<file path="src/rtl/sync_fifo.sv">
// -----------------------------------------------------------------------------
// sync_fifo -- single-clock FIFO with occupancy counter, almost flags and
// sticky overflow/underflow indicators.
//
// Parameters
//   WIDTH         data word width in bits
//   POINTER       address width; DEPTH = 2**POINTER words
//   ALMOST_FULL   level at or above which wr_almost_full asserts (1..DEPTH)
//   ALMOST_EMPTY  level at or below which rd_almost_empty asserts (0..DEPTH-1)
//   FWFT          1 = first-word-fall-through read, 0 = registered read
//
// Ports
//   clk              rising-edge clock for all logic
//   sresetn          synchronous reset, active-low
//   flush            synchronous clear of pointers, level and sticky flags
//   wren, data_in    write request and data
//   wr_full          level == DEPTH
//   wr_almost_full   level >= ALMOST_FULL
//   rden             read request
//   data_out         read data (combinational if FWFT=1, registered if FWFT=0)
//   rd_empty         level == 0
//   rd_almost_empty  level <= ALMOST_EMPTY
//   level            current occupancy, 0..DEPTH
//   overflow         sticky: write attempted while full
//   underflow        sticky: read attempted while empty
// -----------------------------------------------------------------------------
module sync_fifo #(
    parameter int WIDTH        = 8,
    parameter int POINTER      = 4,
    parameter int ALMOST_FULL  = 12,
    parameter int ALMOST_EMPTY = 4,
    parameter int FWFT         = 1
) (
    input  logic               clk,
    input  logic               sresetn,
    input  logic               flush,
    input  logic               wren,
    input  logic [WIDTH-1:0]   data_in,
    output logic               wr_full,
    output logic               wr_almost_full,
    input  logic               rden,
    output logic [WIDTH-1:0]   data_out,
    output logic               rd_empty,
    output logic               rd_almost_empty,
    output logic [POINTER:0]   level,
    output logic               overflow,
    output logic               underflow
);

    localparam int DEPTH = 1 << POINTER;

    localparam logic [POINTER:0] AF_LVL = ALMOST_FULL[POINTER:0];
    localparam logic [POINTER:0] AE_LVL = ALMOST_EMPTY[POINTER:0];
    localparam logic [POINTER:0] ONE    = {{POINTER{1'b0}}, 1'b1};

    logic [WIDTH-1:0] mem [DEPTH];

    // Extra MSB on each pointer is the wrap bit: it separates full from empty
    // when the address bits coincide.
    logic [POINTER:0] wr_ptr;
    logic [POINTER:0] rd_ptr;

    logic wr_accept;
    logic rd_accept;
    logic mem_we;

    // Flags come only from registered state, so a read in the same cycle
    // cannot make room for a write to a full FIFO.
    assign wr_full  = (wr_ptr[POINTER] != rd_ptr[POINTER]) &&
                      (wr_ptr[POINTER-1:0] == rd_ptr[POINTER-1:0]);
    assign rd_empty = (wr_ptr == rd_ptr);

    assign wr_almost_full  = (level >= AF_LVL);
    assign rd_almost_empty = (level <= AE_LVL);

    assign wr_accept = wren && !wr_full;
    assign rd_accept = rden && !rd_empty;

    // Reset and flush both outrank a write, so the array is never touched in
    // those cycles.
    assign mem_we = wr_accept && sresetn && !flush;

    // NOTE: storage has no reset; stale words are unreachable once the
    // pointers are cleared, and leaving the array unreset lets it map to RAM.
    always_ff @(posedge clk) begin
        if (mem_we) begin
            mem[wr_ptr[POINTER-1:0]] <= data_in;
        end
    end

    // NOTE: all state is updated with non-blocking assignments so every
    // register samples the pre-edge values regardless of statement order.
    always_ff @(posedge clk) begin
        if (!sresetn) begin
            wr_ptr    <= '0;
            rd_ptr    <= '0;
            level     <= '0;
            overflow  <= 1'b0;
            underflow <= 1'b0;
        end else if (flush) begin
            wr_ptr    <= '0;
            rd_ptr    <= '0;
            level     <= '0;
            overflow  <= 1'b0;
            underflow <= 1'b0;
        end else begin
            if (wr_accept) begin
                wr_ptr <= wr_ptr + ONE;
            end
            if (rd_accept) begin
                rd_ptr <= rd_ptr + ONE;
            end
            // Simultaneous accepts leave the occupancy unchanged.
            if (wr_accept && !rd_accept) begin
                level <= level + ONE;
            end else if (rd_accept && !wr_accept) begin
                level <= level - ONE;
            end
            if (wren && wr_full) begin
                overflow <= 1'b1;
            end
            if (rden && rd_empty) begin
                underflow <= 1'b1;
            end
        end
    end

    generate
        if (FWFT != 0) begin : g_fwft
            // Head word is visible as soon as it is stored.
            assign data_out = mem[rd_ptr[POINTER-1:0]];
        end else begin : g_registered
            logic [WIDTH-1:0] data_q;

            always_ff @(posedge clk) begin
                if (!sresetn) begin
                    data_q <= '0;
                end else if (rd_accept && !flush) begin
                    data_q <= mem[rd_ptr[POINTER-1:0]];
                end
            end

            assign data_out = data_q;
        end
    endgenerate

endmodule
</file>
<file path="config.mk">
export PLATFORM = sky130hd
export DESIGN_NAME = sync_fifo
export DESIGN_NICKNAME = d
export VERILOG_FILES = /design/src/rtl/sync_fifo.sv
export SDC_FILE = /design/constraint.sdc
export NUM_CORES = 1
export LEC_CHECK = 0
export CAP_MARGIN = 20
export CORE_ASPECT_RATIO = 1.75
export CORE_MARGIN = 1
export CORE_UTILIZATION = 40
export DETAILED_ROUTE_END_ITERATION = 7
export PLACE_DENSITY_LB_ADDON = 0.15
export SETUP_SLACK_MARGIN = 0.5
export SLEW_MARGIN = 20
export SYNTH_ARGS = -nofsm -noshare
export SYNTH_HDL_FRONTEND = slang
export SYNTH_SLANG_ARGS = --single-unit
</file>
<file path="constraint.sdc">
create_clock -name clk -period 3.3 [get_ports clk]
set_input_delay 0.66 -clock clk [delete_from_list [all_inputs] [get_ports clk]]
set_output_delay 0.66 -clock clk [all_outputs]
set_load 0.02 [all_outputs]
</file>
==> impl_metrics.toml <==
[floorplanning]
die_y_um = 166
die_w_um = 95.4
die_area_um2 = 15800
start_util = 0.410
ios = 32
rows = 59
coreArea_um2 = 14900

[critical_path]
reg2reg_depth = 12
cp.required_ps = 2640
slowest_stage = "mux4_2"
cp_common_cell = "mux4_2"
cp-start-kind = "flip-flop"
crit_path_cell_trace = "buf_12 > buf_16 > mux4_2 > mux4_2 > buf_6"
worstSetupPathType = "flip-flop to output port"
slowest_delay_ps = 540
reg2reg_slack_ps = 670
cp-end-kind = "output port"
reg2reg_to = "level[4]"
reg2reg_from = "wr_ptr[3]"
crit_arrival_ps = 2330
crit_path_max_fanout = 8

[yosys]
synthTopCellsByArea = "edfxtp_1, mux4_1, dfxtp_1"
yosysTopAreaCellShare = 0.629
synth_common_cells = "edfxtp_1, mux4_1, nor2_1"
muxShareOfSynthArea = 0.165
synthAdderAreaFrac = 0.0237
synth-xor-area-share = 0.0244
synth_area_um2 = 6110
synthArstFlopShare = 0
avgSynthCellArea_um2 = 19.1
ys_seq_area_frac = 0.698
synthSimpleGateAreaFrac = 0.0477
yosysTopAreaCell = "edfxtp_1"
synth_most_common_cell = "edfxtp_1"
synth-seq-cells = 149
yosysWarnings = 0
synth.net_count = 344
synth_compound_area_frac = 0.0207
synth_edf_count = 128
synth_flop_cell = "edfxtp_1"
synth_top_family_by_area = "multiplexers"
yosys.cell_types.count = 37
synth_cells = 320

[power]
ir_worst_vdd_v = 0.000337
p_total_mw = 4.20
power_density_nw_per_um2 = 548
p_leak_nw = 2.54

[final_layout]
fin_cells = 591
regArea_um2 = 4280
drive_above_1_share = 0.304
diodes = 0
n_fill_cell = 1229
layout.nets = 420
syn2layout_area_growth_pct = 25.3
multi_input_area_um2 = 1800

[clock_tree]
cts.path.max_buffers = 2
clock_sinks = 149
htree_levels = 4
clock-root-buffer = "clkbuf_16"
cts_made_buffers = 17
hold_buffers = 0
cts.clk_slew.worst_paths_ps = 60
cts_tree = "built"
clk_latency_ps = 410

[grt]
grt_pass1_wl_um = 19800
antenna_found_initial = 0
grt_start_max_net_pins = 33
track_usage = 0.182
overflow = 0
grt_pass1_vias = 3321

[min_path]
hp-start = "overflow"
min_path_type = "flip-flop to flip-flop"
min_to = "overflow"
holdPathStages = 2

[place]
hpwl_um = 8040
post-place-ws_ps = 241
gp_congestion = 0.788
placedCellCount = 546
portBuffers = 31

[outcome]
status = "finished, final reports clean"

[drt]
ant_nets = 0
dr.first_iter.drc_count = 231
wl_per_cell_um = 21.6
drt_wl_total_um = 12800
drcViolationCount = 0
drtPass1Iterations = 5
vias = 3156
viasPerCell = 5.34

[sta]
finalSetupViolCount = 0
fin_tns_setup_ps = 0
fin_skew_ps = 6.24
slew_headroom = 0.571
rsz0062_at_grt = "yes"
whs_ps = 476
fmax_mhz = 335
setup_slack_ps = 315
period_share = 0.905
hold_violations = 0
worst_pin_slew_ps = 644
drv_slew = 0
min_period_ps = 2990

[flow_run]
max_cap_viol_count = 0
worst max-delay path by stage:
stage,from,to,cells after the start
finish,flip-flop,data_out[4],5
CTS,flip-flop,data_out[6],5
detailed placement,wr_ptr[3],level[4],12
global placement,wr_ptr[3],level[4],12
global route,flip-flop,data_out[4],5
floorplan,wr_ptr[2],level[4],13
cell families after synthesis:
logic type | Yosys count
adders and majority gates | 11
DFF | 149
xor gates and xnor gates | 17
muxes | 42
and+or+nand+nor | 60
buffers and inverters | 20
AOI/OAI and AO/OA | 21
layer usage:
layer	vias to the layer above	wire length (µm)	GRT usage
li1	1447	-	-
met1	1612	4900	0.212
met2	78	7170	0.329
met3	19	441	0.0316
met4	0	254	0.0712
met5	-	0	0
where the power goes:
part	total (mW)	switching [mW]	internal [mW]
sequential	2.06	0.0113	2.05
clock	1.94	0.741	1.20
combinational	0.197	0.102	0.0944
worst max-delay path: cells and delay by family (launching register included):
kind / cells / cell delay [ps]
muxes: 2 / 1050
DFF: 1 / 440
buffers and inverters: 3 / 420
sequential cells by signal (all words and copies together) (netlist names), named ones only:
name       count
wr_ptr         5
underflow      1
overflow       1
level          5
rd_ptr         5
mem          128
timing repair:
item	CTS	global route
pin swaps	3	3
resized for setup	57	25
setup buffers	10	1
endpoints found under the setup margin	11	11
cloned	3	0
endpoints found under the hold margin	0	0
layout by cell type (no fill, tap or decap), drive strengths merged:
cell	instances
clkinv	6
fa	1
buf	48
mux4	40
or3	1
nand2	9
xor2	7
nand4	3
clkbuf	17
clkdlybuf4s50	23
a211oi	1
and3	1
and4	1
nor3	9
mux2i	2
ha	10
nand3	3
a21oi	8
o21ai	6
o21a	2
a21o	2
nor2	23
o211ai	2
clkinvlp	1
xnor2	10
nor4	4
nand2b	3
inv	10
edfxtp	128
or3b	1
dfxtp	21
bufinv	3
nor2b	2
area by class of cell:
cell class / instances / share of cell area
clock buffer: 17 / 0.0556
clock inverter: 14 / 0.0230
timing repair buffer: 71 / 0.0949
sequential: 149 / 0.559
tap: 183 / 0.0299
inverter: 6 / 0.00294
multi-input combinational: 151 / 0.235
per-stage QoR:
stage | util | cell area (µm²)
global route | 0.514 | 7660
CTS | 0.508 | 7570
detailed placement | 0.456 | 6800
floorplan | - | 6110
finish | 0.514 | 7660
global placement | 0.456 | 6800
No activity file was read; power rests on OpenSTA's default activity.
==> patch (same settings) <==
Set the parameter `POINTER` to 2 (it was 4).
--- a/src/rtl/sync_fifo.sv
+++ b/src/rtl/sync_fifo.sv
@@ -27,5 +27,5 @@
 module sync_fifo #(
     parameter int WIDTH        = 8,
-    parameter int POINTER      = 4,
+    parameter int POINTER      = 2,
     parameter int ALMOST_FULL  = 12,
     parameter int ALMOST_EMPTY = 4,
Ports: changed (resized level); port bits go from 32 to 30. The function was not compared with the original's and may differ.
==> patch against the unedited design <==
  * Critical path depth fell by 1
  * Synthesized area is 67% lower
  * Setup slack better by 0.34 ns
  * Final cell count down 62%
  * Non-clock buffer count decreased by 39
  * Sequential cell count decreased by 104
  * Clock power shrank 78%
  * Final area is 67% lower
  * Power is 72% lower
  * Wire length shrank 69%
  * Largest cell class unchanged
  * Highest routed layer unchanged
==> patch: results (changes against the unedited design) <==
- Rel. slew slack: 0.673 (was 0.571)
- GPL Wtd Cong: 0.834 (was 0.788)
- DP HPWL: 2850 um (was 8040 um)
- Run status: complete, no violations (unchanged)
- WL/cell: 17.4 um (was 21.6 um)
- Crit-path slowest cell: clkdlybuf4s50_1 (was mux4_2)
- Pleak: 0.844 nW (was 2.54 nW)
- Peak supply drop: 440 uV (was 337 uV)
- P_sw: 0.248 mW (was 0.854 mW)
- Sequential cell area fraction in the yosys report: 0.607 (was 0.698)
- Clock Latency Late Sink: 0.29 ns (was 0.41 ns)
- Most frequent cells after synthesis: edfxtp_1, dfxtp_1, mux4_2 (was edfxtp_1, mux4_1, nor2_1)
- Path depth of the worst reg2reg path: 9 (was 12)
- Fill cells: 413 (was 1229)
- Net count, final: 191 (was 420)
- Worst flop-to-flop path startpoint: rd_ptr[1] (was wr_ptr[3])
- Crit Path Max Fanout: 7 (was 8)
- First-pass GRT wire length: 6360 um (was 19800 um)
- Via density: 5.71 (was 5.34)
- CP endpoint: rd_empty (was data_out[4])
- Grt met3 use: 0.0336 (was 0.0316)
- 1st-iter DRT viols: 12 (was 231)
- Clock H-tree levels: 2 (was 4)
- R2R Setup Slk: 0.85 ns (was 0.67 ns)
- Cell family with most CP delay: buffers and inverters (was multiplexers)
- Dominant cells by area after synthesis: edfxtp_1, dfxtp_1, mux4_2 (was edfxtp_1, mux4_1, dfxtp_1)
- Setup bufs post-CTS: 0 (was 10)
- Place WS: 0.445 ns (was 0.241 ns)
- Vias in the first global route: 1280 (was 3321)
- Met2 global-route usage: 0.309 (was 0.329)
- Gr usage total: 0.160 (was 0.182)
- Root Driver: clkbuf_8 (was clkbuf_16)
-- patch: kinds of logic after synthesis --
kind of cell | count (synthesis) | share of synthesized area
flip-flops | 45 | 0.607
AND/OR/NAND/NOR | 36 | 0.103
AO/OA/AOI/OAI | 24 | 0.0808
buffers and inverters | 9 | 0.0211
multiplexers | 9 | 0.0945
XOR/XNOR | 8 | 0.0460
adder cells (fa/ha/maj) | 7 | 0.0473
-- patch: cell type report --
type	count	area, sq um	area share
Clock buffer	6	82.6	0.0331
Clock inverter	2	37.5	0.0150
Inverter	3	11.3	0.00451
Multi-Input combinational cell	84	761	0.305
Sequential cell	45	1230	0.491
Tap cell	52	65.1	0.0261
Timing Repair Buffer	32	313	0.125
-- patch: power by group through the flow --
| stage | clock network (mW) | logic [mW] | registers (mW) |
|---|---|---|---|
| floorplan | 0 | 0.0561 | 0.636 |
| global placement | 0 | 0.106 | 0.636 |
| detailed placement | 0 | 0.110 | 0.637 |
| CTS | 0.441 | 0.111 | 0.624 |
| global route | 0.461 | 0.120 | 0.625 |
| finish | 0.429 | 0.110 | 0.624 |
-- patch: layer usage --
metal | vias to the layer above | routed length [um]
li1 | 604 | -
met1 | 636 | 1450
met2 | 30 | 2230
met3 | 8 | 120
met4 | 0 | 97
met5 | - | 0
-- patch: how the worst min path moves through the flow --
| stage | start | to | slack (ns) | cells past startpoint |
|---|---|---|---|---|
| after floorplan | rd_ptr[2] | rd_ptr[2] | 0.50 | 2 |
| after global placement | underflow | underflow | 0.46 | 2 |
| after detailed placement | underflow | underflow | 0.47 | 2 |
| after CTS | underflow | underflow | 0.50 | 2 |
| after global routing | underflow | underflow | 0.53 | 2 |
| final | underflow | underflow | 0.49 | 2 |
-- patch: worst min-delay path, delay by kind of cell (launching register included) --
kind	cells	cell delay, ns
compound gates	1	0.05
flops	1	0.34
simple gates	1	0.07
-- patch: through the flow --
| step | power (mW) | std cells | hold WS, ns | util | cell area, sq um |
|---|---|---|---|---|---|
| global placement | 0.742 | 216 | 0.463 | 0.497 | 2360 |
| CTS | 1.18 | 224 | 0.499 | 0.525 | 2490 |
| global route | 1.21 | 224 | 0.532 | 0.526 | 2500 |
| finish | 1.16 | 224 | 0.491 | 0.526 | 2500 |
| floorplan | 0.692 | 138 | 0.501 | - | 2010 |
| detailed placement | 0.747 | 216 | 0.471 | 0.497 | 2360 |
